### config.mk
export PLATFORM = sky130hd
export DESIGN_NAME = cb_arbiter
export DESIGN_NICKNAME = d
export VERILOG_FILES = /design/src/rtl/cb_pkg.sv /design/src/rtl/cb_req_select.sv /design/src/rtl/cb_arbiter.sv
export SDC_FILE = /design/constraint.sdc
export NUM_CORES = 1
export LEC_CHECK = 0
export ABC_AREA = 1
export BUFFER_PORTS_ARGS = -buffer_cell sky130_fd_sc_hd__buf_2
export CAP_MARGIN = 5
export CORE_MARGIN = 5
export CORE_UTILIZATION = 55
export DETAILED_ROUTE_END_ITERATION = 6
export PLACE_DENSITY = 0.86
export SYNTH_ARGS = -nofsm -noshare
export SYNTH_HDL_FRONTEND = slang
export SYNTH_SLANG_ARGS = --single-unit
### constraint.sdc
create_clock -name clk -period 5.8 [get_ports clk]
set_input_delay 1.16 -clock clk [delete_from_list [all_inputs] [get_ports clk]]
set_output_delay 1.16 -clock clk [all_outputs]
set_load 0.01 [all_outputs]
### src/rtl/cb_pkg.sv
// rtl/cb_pkg.sv - shared types, ML class codes and rank helper for the circuit breaker
package cb_pkg;

  typedef enum logic [1:0] {
    CB_NORMAL   = 2'b00,
    CB_THROTTLE = 2'b01,
    CB_WIDEN    = 2'b10,
    CB_PAUSE    = 2'b11
  } cb_mode_t;

  typedef enum logic [1:0] {
    SRC_ML   = 2'd0,
    SRC_AN   = 2'd1,
    SRC_HOST = 2'd2
  } cb_src_t;

  localparam logic [2:0] CLS_NORMAL = 3'd0;
  localparam logic [2:0] CLS_FLASH  = 3'd3;
  localparam logic [2:0] CLS_IMBAL  = 3'd4;
  localparam logic [2:0] CLS_QSTUFF = 3'd5;

  typedef struct packed {
    logic       valid;
    cb_mode_t   mode;
    logic [7:0] conf;
    cb_src_t    src;
  } cb_req_t;

  // Severity order differs from the mode encoding (THROTTLE outranks WIDEN).
  function automatic logic [1:0] cb_rank(cb_mode_t m);
    case (m)
      CB_PAUSE:    return 2'd3;
      CB_THROTTLE: return 2'd2;
      CB_WIDEN:    return 2'd1;
      default:     return 2'd0;
    endcase
  endfunction

endpackage

### src/rtl/cb_req_select.sv
// rtl/cb_req_select.sv - one-cycle three-source request selector with loser-drop flag
module cb_req_select
  import cb_pkg::*;
(
  input  logic       ml_valid,
  input  logic [2:0] ml_class,
  input  logic [7:0] ml_conf,
  input  logic       an_valid,
  input  logic [1:0] an_mode,
  input  logic [7:0] an_conf,
  input  logic       host_valid,
  input  logic [1:0] host_mode,
  input  logic [7:0] host_conf,
  output cb_req_t    win,
  output logic       loser_drop
);

  cb_req_t ml_req, an_req, host_req;

  always_comb begin
    ml_req       = '0;
    ml_req.src   = SRC_ML;
    ml_req.conf  = ml_conf;
    case (ml_class)
      CLS_NORMAL: begin ml_req.valid = ml_valid; ml_req.mode = CB_NORMAL;   end
      CLS_FLASH:  begin ml_req.valid = ml_valid; ml_req.mode = CB_PAUSE;    end
      CLS_IMBAL:  begin ml_req.valid = ml_valid; ml_req.mode = CB_WIDEN;    end
      CLS_QSTUFF: begin ml_req.valid = ml_valid; ml_req.mode = CB_THROTTLE; end
      default:    ml_req.valid = 1'b0;
    endcase

    an_req.valid   = an_valid && (an_mode != 2'b00);
    an_req.mode    = cb_mode_t'(an_mode);
    an_req.conf    = an_conf;
    an_req.src     = SRC_AN;

    host_req.valid = host_valid;
    host_req.mode  = cb_mode_t'(host_mode);
    host_req.conf  = host_conf;
    host_req.src   = SRC_HOST;
  end

  always_comb begin
    win        = an_req;
    loser_drop = 1'b0;
    if (host_req.valid) begin
      win        = host_req;
      loser_drop = ml_req.valid || an_req.valid;
    end else if (ml_req.valid && an_req.valid) begin
      win        = (cb_rank(an_req.mode) > cb_rank(ml_req.mode)) ? an_req : ml_req;
      loser_drop = 1'b1;
    end else if (ml_req.valid) begin
      win = ml_req;
    end
  end

endmodule

### src/rtl/cb_arbiter.sv
// rtl/cb_arbiter.sv - circuit-breaker arbiter: trip/reload/heal/holdoff FSM and CB outputs
module cb_arbiter
  import cb_pkg::*;
#(
  parameter int MIN_CONF    = 4,
  parameter int HOLDOFF_CYC = 16,
  parameter int CD_W        = 9
) (
  input  logic            clk,
  input  logic            rst,
  input  logic            ml_valid,
  input  logic [2:0]      ml_class,
  input  logic [7:0]      ml_conf,
  input  logic            an_valid,
  input  logic [1:0]      an_mode,
  input  logic [7:0]      an_conf,
  input  logic            host_valid,
  input  logic [1:0]      host_mode,
  input  logic [7:0]      host_conf,
  output logic [1:0]      cb_mode,
  output logic            cb_active,
  output logic [CD_W-1:0] cb_countdown,
  output logic [3:0]      throttle_div,
  output logic [2:0]      spread_guard,
  output logic            host_lock,
  output logic            trip_pulse,
  output logic            heal_pulse,
  output logic [7:0]      trip_cnt,
  output logic [7:0]      drop_cnt
);

  localparam int          HW         = $clog2(HOLDOFF_CYC + 1);
  localparam logic [7:0]  MIN_CONF_B = 8'(MIN_CONF);

  typedef enum logic [1:0] {ST_IDLE, ST_ACTIVE, ST_HOLDOFF} state_t;

  state_t          state;
  cb_mode_t        mode_r;
  logic [CD_W-1:0] cd_r;
  logic [3:0]      thr_r;
  logic [2:0]      spr_r;
  logic [HW-1:0]   hold_r;

  cb_req_t   win;
  logic      loser_drop;

  cb_req_select u_sel (
    .ml_valid   (ml_valid),
    .ml_class   (ml_class),
    .ml_conf    (ml_conf),
    .an_valid   (an_valid),
    .an_mode    (an_mode),
    .an_conf    (an_conf),
    .host_valid (host_valid),
    .host_mode  (host_mode),
    .host_conf  (host_conf),
    .win        (win),
    .loser_drop (loser_drop)
  );

  logic            is_clear, is_trip, trip_ok, trip_rej, clear_ok, clear_rej;
  logic [1:0]      drop_inc;
  logic [8:0]      drop_sum;
  logic [CD_W-1:0] reload;

  always_comb begin
    is_clear  = win.valid && (win.mode == CB_NORMAL);
    is_trip   = win.valid && (win.mode != CB_NORMAL) && (win.conf >= MIN_CONF_B);
    trip_ok   = is_trip && ((state == ST_IDLE) ||
                            (state == ST_ACTIVE && cb_rank(win.mode) >= cb_rank(mode_r)) ||
                            (state == ST_HOLDOFF && win.mode == CB_PAUSE));
    trip_rej  = is_trip && !trip_ok;
    // ML CLEAR cannot override a host-owned breaker; host CLEAR always can.
    clear_ok  = is_clear && (state == ST_ACTIVE) && (win.src == SRC_HOST || !host_lock);
    clear_rej = is_clear && (state == ST_ACTIVE) && (win.src != SRC_HOST) && host_lock;
    drop_inc  = {1'b0, loser_drop} + {1'b0, trip_rej} + {1'b0, clear_rej};
    drop_sum  = {1'b0, drop_cnt} + {7'b0, drop_inc};
    reload    = CD_W'({win.conf, 1'b0});
  end

  always_ff @(posedge clk) begin
    if (rst) begin
      state      <= ST_IDLE;
      mode_r     <= CB_NORMAL;
      cd_r       <= '0;
      thr_r      <= '0;
      spr_r      <= '0;
      hold_r     <= '0;
      host_lock  <= 1'b0;
      trip_pulse <= 1'b0;
      heal_pulse <= 1'b0;
      trip_cnt   <= '0;
      drop_cnt   <= '0;
    end else begin
      trip_pulse <= 1'b0;
      heal_pulse <= 1'b0;
      drop_cnt   <= drop_sum[8] ? 8'hFF : drop_sum[7:0];

      if (trip_ok) begin
        mode_r <= win.mode;
        cd_r   <= reload;
        if (win.mode == CB_THROTTLE) thr_r <= win.conf[7:4];
        if (win.mode == CB_WIDEN)    spr_r <= win.conf[7:5];
        if (win.src == SRC_HOST)     host_lock <= 1'b1;
        else if (state != ST_ACTIVE) host_lock <= 1'b0;
        if (state != ST_ACTIVE) begin
          state      <= ST_ACTIVE;
          trip_pulse <= 1'b1;
          if (trip_cnt != 8'hFF) trip_cnt <= trip_cnt + 8'd1;
        end
      end else if (clear_ok) begin
        state     <= ST_IDLE;
        mode_r    <= CB_NORMAL;
        cd_r      <= '0;
        host_lock <= 1'b0;
      end else begin
        case (state)
          ST_ACTIVE: begin
            if (cd_r == CD_W'(1)) begin
              state      <= ST_HOLDOFF;
              mode_r     <= CB_NORMAL;
              cd_r       <= '0;
              host_lock  <= 1'b0;
              heal_pulse <= 1'b1;
              hold_r     <= HW'(HOLDOFF_CYC);
            end else begin
              cd_r <= cd_r - CD_W'(1);
            end
          end
          ST_HOLDOFF: begin
            if (hold_r == HW'(1)) state  <= ST_IDLE;
            else                  hold_r <= hold_r - HW'(1);
          end
          default: ;
        endcase
      end
    end
  end

  assign cb_mode      = mode_r;
  assign cb_active    = (mode_r != CB_NORMAL);
  assign cb_countdown = cd_r;
  assign throttle_div = (mode_r == CB_THROTTLE) ? thr_r : 4'd0;
  assign spread_guard = (mode_r == CB_WIDEN)    ? spr_r : 3'd0;

endmodule

After elaboration in Yosys (flattened, before gate mapping)
Index checks and enable logic that the tools add are counted.
{ "op_classes": {"bitwise": 3, "magnitude_cmp": 3, "n_mux": 44, "addsub": 6, "reduce_logical": 40, "eq_ne": 29} }
{ "op_table": {"columns": ["operator", "n"], "rows": [
  ["$mux 13", 4],
  ["$mux 9", 4],
  ["$pmux 2 s3", 5],
  ["$mux 2", 13],
  ["$eq 2x2->1 const B", 10],
  ["$logic_and 1x1->1", 13],
  ["$mux 1", 11],
  ["$eq 2x1->1 const B", 5],
  ["$mux 5", 2],
  ["$pmux 5 s2", 1],
  ["$add 8x2->9", 1],
  ["$eq 9x1->1 const B", 1],
  ["$sub 9x1->9 const B", 1],
  ["$add 8x1->8 const B", 1],
  ["$ge 8x3->1 const B", 1],
  ["$mux 8", 1],
  ["$ne 4x3->1 const B", 2],
  ["$ne 8x8->1 const B", 1],
  ["$reduce_bool 2->1", 4],
  ["$reduce_or 4->1", 2],
  ["$eq 3x3->1 const B", 2],
  ["$ne 2x1->1 const B", 3],
  ["$reduce_and 2->1", 3],
  ["$reduce_and 3->1", 2],
  ["other kinds (23)", 32]
]} }
{ "totals": {"in_bits": 36, "elab_cells": 137, "register_bits": 44} }

Depth between registers and ports, before layout
Gate-level depths: netlist (run 1).
{ "logic_depth": {"word_depth": 23, "ltp_mapped": 31, "mapped_depth_nobuf": 30} }

Modules after synthesis
From an unflattened synthesis (run 1), not the netlist that was laid out.
{ "hier_totals": {"hier_cells": 554, "hier_area_um2": 3379.5} }
{ "modules_own_cells": {"columns": ["module", "area_per_inst_um2", "n_inst", "cells_per_inst"], "rows": [
  ["cb_arbiter", 2576.2, 1, 379],
  ["cb_req_select", 803.3, 1, 175]
]} }

Worst setup path after synthesis (run 1)
OpenSTA, ideal clock, no wires.
{ "synth_path": {"kind": "input port to flip-flop", "startpoint": "input ml_class[1]", "endpoint": "register drop_cnt[7]", "slack_ns": 0.892, "setup_ns": 0.065, "arrival_ns": 4.843, "path_stages": 28, "required_time_ns": 5.735, "n_path_buf": 1, "cell_sequence": "o21ai_0 -> a21oi_1 -> inv_1 -> ha_1 -> nand2_1 -> nand2_1 -> nand2_1 -> buf_2 -> o21ai_0 -> nand2_1 -> nand3_2 -> o21ai_4 -> ha_1 -> o21ai_0 -> nand2_1 -> a21oi_1 -> o21ai_4 -> nor2_1 -> ha_1 -> fa_1 -> nand2_1 -> nor3_1 -> inv_1 -> nor3_1 -> inv_1 -> o21ai_0 -> a21oi_1 -> nor2_1"} }
{ "synth_via": {"elab_chain_cells": 23, "word_cells_on_any_way": 48, "cone_classes": "add/sub: 3; order compare: 3; eq/ne: 10; mux: 13; reduce/logical: 19"} }
{ "synth_rtl": {"columns": ["element", "line_no", "source"], "rows": [
  ["from (decl)", "cb_arbiter.sv:12", "input logic [2:0] ml_class,"],
  ["$eq 3x3->1 / $eq 3x2->1 (equally long branches)", "cb_req_select.sv:24", "case (ml_class)"],
  ["$pmux 2 s3", "cb_req_select.sv:24", null],
  ["$eq 2x2->1 / $eq 2x1->1 (equally long branches)", "cb_pkg.sv:31", "case (m)"],
  ["$pmux 2 s3", "cb_pkg.sv:31", null],
  ["$mux 2", "cb_req_select.sv:49", "end else if (ml_req.valid && an_req.valid) begin"],
  ["$mux 2", "cb_req_select.sv:46", "if (host_req.valid) begin"],
  ["$gt 2x2->1", "cb_req_select.sv:50", "win = (cb_rank(an_req.mode) > cb_rank(ml_req.mode)) ? an_req : ml_req;"],
  ["$mux 13", "cb_req_select.sv:50", null],
  ["[7 not listed]", null, null],
  ["$logic_or 1x1->1", "cb_arbiter.sv:70", "(state == ST_ACTIVE && cb_rank(win.mode) >= cb_rank(mode_r)) ||"],
  ["$logic_and 1x1->1", "cb_arbiter.sv:69", "trip_ok = is_trip && ((state == ST_IDLE) ||"],
  ["$logic_not 1->1", "cb_arbiter.sv:72", "trip_rej = is_trip && !trip_ok;"],
  ["$logic_and 1x1->1", "cb_arbiter.sv:72", null],
  ["$add 1x1->2", "cb_arbiter.sv:76", "drop_inc = {1'b0, loser_drop} + {1'b0, trip_rej} + {1'b0, clear_rej};"],
  ["$add 2x1->2 *", "cb_arbiter.sv:76", null],
  ["$add 8x2->9 *", "cb_arbiter.sv:77", "drop_sum = {1'b0, drop_cnt} + {7'b0, drop_inc};"],
  ["$mux 8 *", "cb_arbiter.sv:97", "drop_cnt <= drop_sum[8] ? 8'hFF : drop_sum[7:0];"],
  ["to (signal assigned)", "cb_arbiter.sv:97", null],
  ["to (decl)", "cb_arbiter.sv:29", "output logic [7:0] drop_cnt"]
]} }
Mark *: on every way between the ends. The rest lies on a longest branch, timed or not. The select of a mux whose other input is x is not followed.
A chain may end at the register's enable or synchronous reset.

Worst setup path after layout (run 1)
Same ends and word-level chain as after synthesis.

==> flow_summary.json, run 1 <==
{
  "outcome": "finished clean",
  "reg2reg_to": "drop_cnt[7]",
  "floorplan.rows": 28,
  "synth_cell_type_count": 37,
  "vias_per_cell": 5.28,
  "cp-start-kind": "input pin",
  "maxCapViolations": 0,
  "die_w_um": 87.0,
  "num_io_pins": 74,
  "syn_area_um2": 3260,
  "path_class": "in2reg",
  "clkTransAtPathRegs_ps": 90,
  "post-dp-hpwl_um": 6280,
  "yosysWarningCount": 0,
  "synth_flop_cell": "dfxtp_1",
  "cp.arrival_ps": 5490,
  "cts.sinks": 44,
  "yosys.area.top_type_share": 0.270,
  "clkLatencyLatePin_ps": 300,
  "synth.most_common_cell": "nand2_1",
  "multi_input_area_um2": 2030,
  "ys_seq_elements": 44,
  "syn_nets": 556,
  "placed_cells": 638,
  "cts_made_buffers": 5,
  "cp_max_fo": 12,
  "dp_slack_ps": 263,
  "cts_tree": "built",
  "leakagePower_nw": 1.88,
  "min_period_ps": 5240,
  "grt_pass1_wl_um": 13900,
  "die_h_um": 87.0,
  "reg2regPathDepth": 15,
  "drt-wirelength-per-cell_um": 12.6,
  "stdcell_count": 646,
  "seq_area_um2": 881,
  "r2r_slack_ps": 2540,
  "overflow": 0,
  "start_util": 0.557,
  "port_buffers": 73,
  "synthesis.instances": 504,
  "areaGrowthSynthToFinish_pct": 14.4,
  "ys_top_cells_by_count": "125 x nand2_1, 72 x nor2_1, 64 x inv_1",
  "relSlewSlack": 0.548,
  "final_cell_area_um2": 3730,
  "cp-end-kind": "flop",
  "irDropWorstVdd_mv": 0.244,
  "post-synth-top-area-cell": "dfxtp_1",
  "gp_congestion": 0.945,
  "layout.nets": 622,
  "hold_class": "reg2reg",
  "p_total_mw": 1.40,
  "cts_hold_buf": 0,
  "fmax_mhz": 191,
  "wl_um": 8120,
  "cts.path.max_buffers": 2,
  "grt_usage": 0.222,
  "cp.required_ps": 6050,
  "period_share": 0.904,
  "ys_top_cells_by_area": "dfxtp_1 27%, nand2_1 14%, nor2_1 8.3%",
  "coreArea_um2": 5850,
  "rsz0062_at_grt": "false",
  "dieArea_um2": 7560,
  "nFillCells": 519,
  "dr.pass1.iters": 5,
  "htree_levels": 2,
  "cts-root-buf": "clkbuf_8",
  "grt_max_degree": 24,
  "timing.rr.start": "state[1]",
  "powerDensity_nw_per_um2": 376,
  "final_max_slew_viol_count": 0,
  "synthArstFlopShare": 0,
  "worst_pin_slew_ps": 677,
  "postCtsSetupRepairBufs": 0,
  "tns_ps": 0,
  "place_area_um2": 3630,
  "drc": 0,
  "first_global_vias": 3206,
  "cts_resized": 0,
  "cp-startpoint": "ml_class[1]",
  "fin_skew_ps": 10.8,
  "endpoint": "drop_cnt[7]",
  "drtIter0Drc": 297,
  "drive_above_1_share": 0.205,
  "synth_edf_count": 0,
  "antennaDiodeCount": 0,
  "finalHoldViolCount": 0,
  "setup_viol": 0,
  "ys_seq_area_frac": 0.270,
  "ant_nets": 0,
  "vias": 3408,
  "worst_slack_ps": 559,
  "synth_area_per_cell_um2": 6.46,
  "antenna_found_initial": 0
}
-- layer usage --
metal	global-route usage	share of wire
met2	0.379	0.48
met1	0.286	0.44
met3	0.0397	0.058
met5	0	0
met4	0.0637	0.020
-- report_power, final --
group	internal, mW	switching [mW]
sequential	0.374	0.0659
clock	0.0966	0.114
combinational	0.277	0.477
-- cell usage in the layout, fill, tap and decap left out --
| master | n |
|---|---|
| o21ai_4 | 2 |
| a21oi_1 | 36 |
| nand3b_1 | 1 |
| o21bai_2 | 1 |
| dfxtp_1 | 44 |
| inv_1 | 64 |
| nor3_4 | 1 |
| mux2_2 | 2 |
| nand3_1 | 33 |
| and2_1 | 1 |
| nor2_2 | 4 |
| xor2_1 | 12 |
| buf_4 | 1 |
| o21ai_0 | 14 |
| o22ai_1 | 1 |
| nand2_2 | 4 |
| o21ai_1 | 4 |
| a21oi_2 | 2 |
| nor2_4 | 2 |
| nor3_1 | 8 |
| fa_1 | 2 |
| a211oi_1 | 1 |
| or2_2 | 4 |
| nand2_4 | 5 |
| clkinvlp_4 | 2 |
| inv_2 | 3 |
| clkbuf_8 | 6 |
| ha_1 | 14 |
| buf_2 | 73 |
| nand3_2 | 3 |
| a31oi_1 | 4 |
| nor2_1 | 72 |
| xnor2_1 | 5 |
| nand4_1 | 13 |
| nand2_1 | 125 |
| nand3_4 | 2 |
-- how the worst min path moves through the flow --
| stage | start | end | slack [ps] | depth (start not counted) |
|---|---|---|---|---|
| floorplan | spr_r[2] | spr_r[2] | 430 | 2 |
| global placement | spr_r[0] | spr_r[0] | 440 | 2 |
| detailed placement | spr_r[0] | spr_r[0] | 450 | 2 |
| CTS | spr_r[1] | spr_r[1] | 470 | 2 |
| global route | spr_r[0] | spr_r[0] | 500 | 2 |
| finish | spr_r[0] | spr_r[0] | 460 | 2 |
-- logic make-up (layout without fill, tap and decap cells) --
logic type / Yosys count / after routing / synth area share
compound gates: 65 / 65 / 0.114
xor+xnor: 17 / 17 / 0.0457
fa+ha+maj: 16 / 16 / 0.0661
buf+inv: 82 / 149 / 0.106
flops: 44 / 44 / 0.270
mux: 2 / 2 / 0.00691
simple gates: 278 / 278 / 0.391
-- area by class of cell --
class                   instances  area share
well taps                      75      0.0252
repair buffers                 74       0.100
flip-flops and latches         44       0.236
multi-input cells             378       0.545
inverters                      67      0.0674
clock inverters                 2     0.00403
clock buffers                   6      0.0221
-- critical path, cell delays in order --
cell     delay [ps]
buf_2           140
o21ai_0          90
a21oi_1         220
inv_1            70
ha_1            290
nand2_1          50
nand2_1         170
nand2_1         290
o21ai_0         290
nand2_1          90
nand3_2          80
o21ai_4         110
ha_1            330
o21ai_0         180
nand2_1          70
a21oi_1         220
o21ai_4         110
nor2_1          120
ha_1            190
fa_1            240
nand2_1          70
nor3_1          290
inv_1            70
nor3_1          190
inv_1           100
o21ai_0          90
a21oi_1          60
nor2_1           80
-- flip-flops by register name, summed over array words and instances (netlist names) --
| name | count |
|---|---|
| host_lock | 1 |
| cb_mode | 2 |
| cb_countdown | 9 |
| trip_pulse | 1 |
| spr_r | 3 |
| heal_pulse | 1 |
| hold_r | 5 |
| thr_r | 4 |
| drop_cnt | 8 |
| state | 2 |
| trip_cnt | 8 |
-- stage by stage --
step	hold slack (ps)	util
6_report	464	0.637
5_1_grt	499	0.637
4_1_cts	466	0.637
3_5_place_dp	453	0.621
3_3_place_gp	442	0.621
2_1_floorplan	430	-
Power figures use the tool's default switching activity.
==> run 2, diff against run 1 <==
==> constraint.sdc (replaced) <==
create_clock -name clk -period 5.8 [get_ports clk]
set_input_delay 0 -clock clk [delete_from_list [all_inputs] [get_ports clk]]
set_output_delay 0 -clock clk [all_outputs]
set_load 0.01 [all_outputs]
==> flow_summary.json, run 2 (synthesis gave the netlist of run 1 again) <==
{
  "hold_class": "in2reg",
  "coreArea_um2": 5850,
  "vias": 3384,
  "min_period_ps": 4310,
  "seq_power_share": 0.306,
  "setup_viol": 0,
  "final_max_slew_viol_count": 0,
  "nFillCells": 527,
  "htree_levels": 2,
  "tns_ps": 0,
  "clkLatencyLatePin_ps": 300,
  "cts.path.max_buffers": 2,
  "wl_um": 8230,
  "grt_max_degree": 24,
  "cts_tree": "built",
  "drive_above_1_share": 0.204,
  "pwr-share-comb": 0.524,
  "layout_commonest_cell": "nand2_1",
  "cts-root-buf": "clkbuf_8",
  "cp_max_fo": 12,
  "drc": 0,
  "final_cell_mix": "125 x nand2_1, 73 x buf_2, 72 x nor2_1, 64 x inv_1, 44 x dfxtp_1",
  "switching_share": 0.457,
  "antennaDiodeCount": 0,
  "num_io_pins": 74,
  "leakagePower_nw": 1.88,
  "worst_pin_slew_ps": 715,
  "fin_skew_ps": 12.0,
  "pwr-share-clk": 0.170,
  "floorplan.rows": 28,
  "cts_made_buffers": 5,
  "clkTransAtPathRegs_ps": 100,
  "dp_slack_ps": 1200,
  "outcome": "finished clean",
  "cp.arrival_ps": 4550,
  "first_global_vias": 3237,
  "port_buffers": 73,
  "powerDensity_nw_per_um2": 385,
  "cp.required_ps": 6040,
  "period_share": 0.744,
  "ant_nets": 0,
  "dr.pass1.iters": 4,
  "gp_congestion": 0.933,
  "largest_register_ffs": 9,
  "post-dp-hpwl_um": 6380,
  "cp-start-kind": "input pin",
  "areaGrowthSynthToFinish_pct": 14.7,
  "maxCapViolations": 0,
  "power.internal_uw": 781,
  "post-route-util": 0.639,
  "antenna_found_initial": 0,
  "grt_usage": 0.223,
  "slowest_delay_ps": 370,
  "postCtsSetupRepairBufs": 0,
  "cp-end-kind": "flop",
  "start_util": 0.557,
  "worst_slack_ps": 1490,
  "cp_common_cell": "nand2_1",
  "die_h_um": 87.0,
  "drt-wirelength-per-cell_um": 12.8,
  "dieArea_um2": 7560,
  "irDropWorstVdd_mv": 0.246,
  "relSlewSlack": 0.523,
  "rsz0062_at_grt": "false",
  "vias_per_cell": 5.25,
  "drtIter0Drc": 247,
  "fmax_mhz": 232,
  "cts.sinks": 44,
  "p_switching_uw": 657,
  "cp_slowest_cell": "nor3_1",
  "die_w_um": 87.0,
  "cts_hold_buf": 0,
  "layout.nets": 621,
  "cts_resized": 0,
  "grt_pass1_wl_um": 13900,
  "path_class": "in2reg",
  "finalHoldViolCount": 0,
  "overflow": 0
}
-- run 2: cell types whose count changed in the layout (fill, tap and decap cells not counted) --
cell	change
buf_4	-1
bufinv_16	+1
clkbuf_8	-1
clkinvlp_4	-1
inv_6	+1
-- run 2: power by group through the flow --
stage          logic, mW  registers [mW]  clock network [mW]
5_1_grt            0.851           0.452               0.263
4_1_cts            0.753           0.440               0.249
2_1_floorplan      0.566           0.457                   0
6_report           0.753           0.440               0.244
3_3_place_gp       0.726           0.443                   0
3_5_place_dp       0.744           0.447                   0
-- run 2: final cells by class --
cell class                 count  area, um^2  area share
sequential                    44         881       0.236
clock buffer                   5        68.8      0.0184
clock inverter                 3        46.3      0.0124
timing repair buffer          73         365      0.0977
inverter                      67         251      0.0673
multi-input combinational    378        2030       0.544
tap                           75        93.8      0.0251
-- run 2: per-stage QoR --
| stage | hold WS (ps) | power, mW | area, um^2 | instances |
|---|---|---|---|---|
| 6_report | 69.7 | 1.44 | 3740 | 645 |
| 4_1_cts | 72.9 | 1.44 | 3740 | 645 |
| 3_3_place_gp | 387 | 1.17 | 3620 | 637 |
| 2_1_floorplan | 200 | 1.02 | 3260 | 504 |
| 3_5_place_dp | 391 | 1.19 | 3620 | 637 |
| 5_1_grt | 107 | 1.57 | 3740 | 645 |
-- run 2: final timing paths --
path	depth (start not counted)	endpoint	from	slack, ps
worst max register to register	15	drop_cnt[7]	state[1]	2550
worst min-delay path	5	cb_countdown[1]	host_conf[0]	70
worst min register to register	2	thr_r[1]	thr_r[1]	480
worst max-delay path	29	drop_cnt[7]	ml_class[1]	1490
-- run 2: critical path: cells and delay by family --
family	cells	cell delay (ps)
buffers and inverters	4	430
AO/OA/AOI/OAI	9	1250
adder cells (fa/ha/maj)	4	1010
AND/OR/NAND/NOR	12	1860
-- run 2: per-layer routing --
layer  vias to the layer above  GRT usage  wire length (um)  part of all wire
li1                       1733          -                 -                 -
met1                      1513      0.277              3480              0.42
met2                       114      0.375              3950              0.48
met3                        24     0.0445               567             0.069
met4                         0     0.0892               226             0.027
met5                         -          0                 0                 0
==> run 3, diff against run 2 <==
--- a/config.mk
+++ b/config.mk
@@ -9,9 +9,9 @@
 export BUFFER_PORTS_ARGS = -buffer_cell sky130_fd_sc_hd__buf_2
 export CAP_MARGIN = 5
 export CORE_MARGIN = 5
-export CORE_UTILIZATION = 55
+export CORE_UTILIZATION = 50
 export DETAILED_ROUTE_END_ITERATION = 6
-export PLACE_DENSITY = 0.86
+export PLACE_DENSITY = 0.83
 export SYNTH_ARGS = -nofsm -noshare
 export SYNTH_HDL_FRONTEND = slang
 export SYNTH_SLANG_ARGS = --single-unit
==> constraint.sdc (replaced) <==
create_clock -name clk -period 3.95 [get_ports clk]
set_input_delay 0 -clock clk [delete_from_list [all_inputs] [get_ports clk]]
set_output_delay 0 -clock clk [all_outputs]
set_load 0.01 [all_outputs]
==> flow_summary.json, run 3 (synthesis gave the netlist of run 1 again) <==
{
  "outcome": "finished clean",
  "overflow": 0,
  "grt_usage": 0.204,
  "start_util": 0.513,
  "use_met2": 0.359,
  "path_class": "in2reg",
  "nFillCells": 578,
  "leakagePower_nw": 1.92,
  "areaGrowthSynthToFinish_pct": 17.2,
  "clkLatencyLatePin_ps": 300,
  "cp.required_ps": 4130,
  "fin_skew_ps": 7.25,
  "dieArea_um2": 8230,
  "hold_class": "in2reg",
  "vias": 3415,
  "slowest_delay_ps": 470,
  "port_buffers": 73,
  "die_h_um": 90.7,
  "first_global_vias": 3198,
  "layout_commonest_cell": "nand2_1",
  "cts_made_buffers": 5,
  "stdcell_count": 652,
  "gp_congestion": 0.931,
  "drive_above_1_share": 0.217,
  "seq_area_um2": 881,
  "antennaDiodeCount": 0,
  "htree_levels": 2,
  "fmax_mhz": 286,
  "largest_register_ffs": 9,
  "cp_common_cell": "nand2_1",
  "final_cell_mix": "125 x nand2_1, 73 x buf_2, 72 x nor2_1, 64 x inv_1, 44 x dfxtp_1",
  "vias_per_cell": 5.24,
  "final_max_slew_viol_count": 0,
  "cp.arrival_ps": 3680,
  "cts.sinks": 44,
  "setup_viol": 0,
  "cts_hold_buf": 0,
  "cts_resized": 0,
  "cp-end-kind": "flop",
  "grt_pass1_wl_um": 14200,
  "post-route-util": 0.601,
  "cp_max_fo": 7,
  "r2r_slack_ps": 1060,
  "post-dp-hpwl_um": 6450,
  "coreArea_um2": 6350,
  "drt-wirelength-per-cell_um": 13.2,
  "cp_slowest_cell": "fa_1",
  "drc": 0,
  "postCtsSetupRepairBufs": 0,
  "layout.nets": 627,
  "num_io_pins": 74,
  "ant_nets": 0,
  "floorplan.rows": 29,
  "grt_max_degree": 24,
  "maxCapViolations": 0,
  "min_period_ps": 3490,
  "cp-start-kind": "input pin",
  "irDropWorstVdd_mv": 0.451,
  "wl_um": 8600,
  "multi_input_area_um2": 2050,
  "cts_tree": "built",
  "placed_cells": 645,
  "worst_slack_ps": 458,
  "finalHoldViolCount": 0,
  "grt_busiest_layer": "met2",
  "clkTransAtPathRegs_ps": 80,
  "drtIter0Drc": 241,
  "relSlewSlack": 0.494,
  "powerDensity_nw_per_um2": 574,
  "cts-root-buf": "clkbuf_8",
  "dr.pass1.iters": 5,
  "use_met1": 0.253,
  "dp_slack_ps": -49.0,
  "use_met3": 0.0450,
  "antenna_found_initial": 0,
  "period_share": 0.884,
  "worst_pin_slew_ps": 759,
  "die_w_um": 90.7,
  "cts.path.max_buffers": 2
}
run 3: changes by cell type in the layout (fill, tap and decap cells not counted), sizes merged:
cell,delta
bufinv,+1
buf,+6
inv,-1
clkinvlp,-1
run 3: path summary, 6_finish.rpt:
check | cells past startpoint | startpoint | to
max | 27 | ml_class[1] | drop_cnt[7]
min | 3 | host_valid | host_lock
max reg2reg | 15 | state[1] | drop_cnt[7]
min reg2reg | 2 | spr_r[2] | spr_r[2]
run 3: per-stage QoR:
stage	area, um^2	hold WS [ps]	power [mW]	setup TNS [ps]
floorplan	3260	200	1.50	0
global placement	3670	392	1.74	0
detailed placement	3670	395	1.77	-72.0
CTS	3800	87.2	2.18	0
global route	3820	112	2.37	-10.1
finish	3820	99.8	2.19	0
run 3: final cells by class:
class | instances | area share
Multi-Input combinational cell | 378 | 0.537
Sequential cell | 44 | 0.231
Tap cell | 77 | 0.0252
Clock inverter | 2 | 0.0157
Timing Repair Buffer | 79 | 0.108
Inverter | 67 | 0.0659
Clock buffer | 5 | 0.0180
run 3: metal layers:
layer | routed length [um] | vias to the layer above
met2 | 4300 | 101
met1 | 3670 | 1556
li1 | - | 1742
met3 | 519 | 16
met4 | 111 | 0
met5 | 0 | -
run 3: report_power, final:
part	internal [mW]	leakage (nW)	total [mW]	switching, mW
clock	0.249	0.0642	0.407	0.158
sequential	0.549	0.359	0.645	0.0964
combinational	0.420	1.50	1.14	0.718
total	1.22	1.92	2.19	0.972
run 3: critical path: cells and delay by family:
family                     cells  cell delay (ps)
adders and majority gates      4             1410
and+or+nand+nor               12             1040
AOI/OAI and AO/OA              6              660
buffers and inverters          5              550
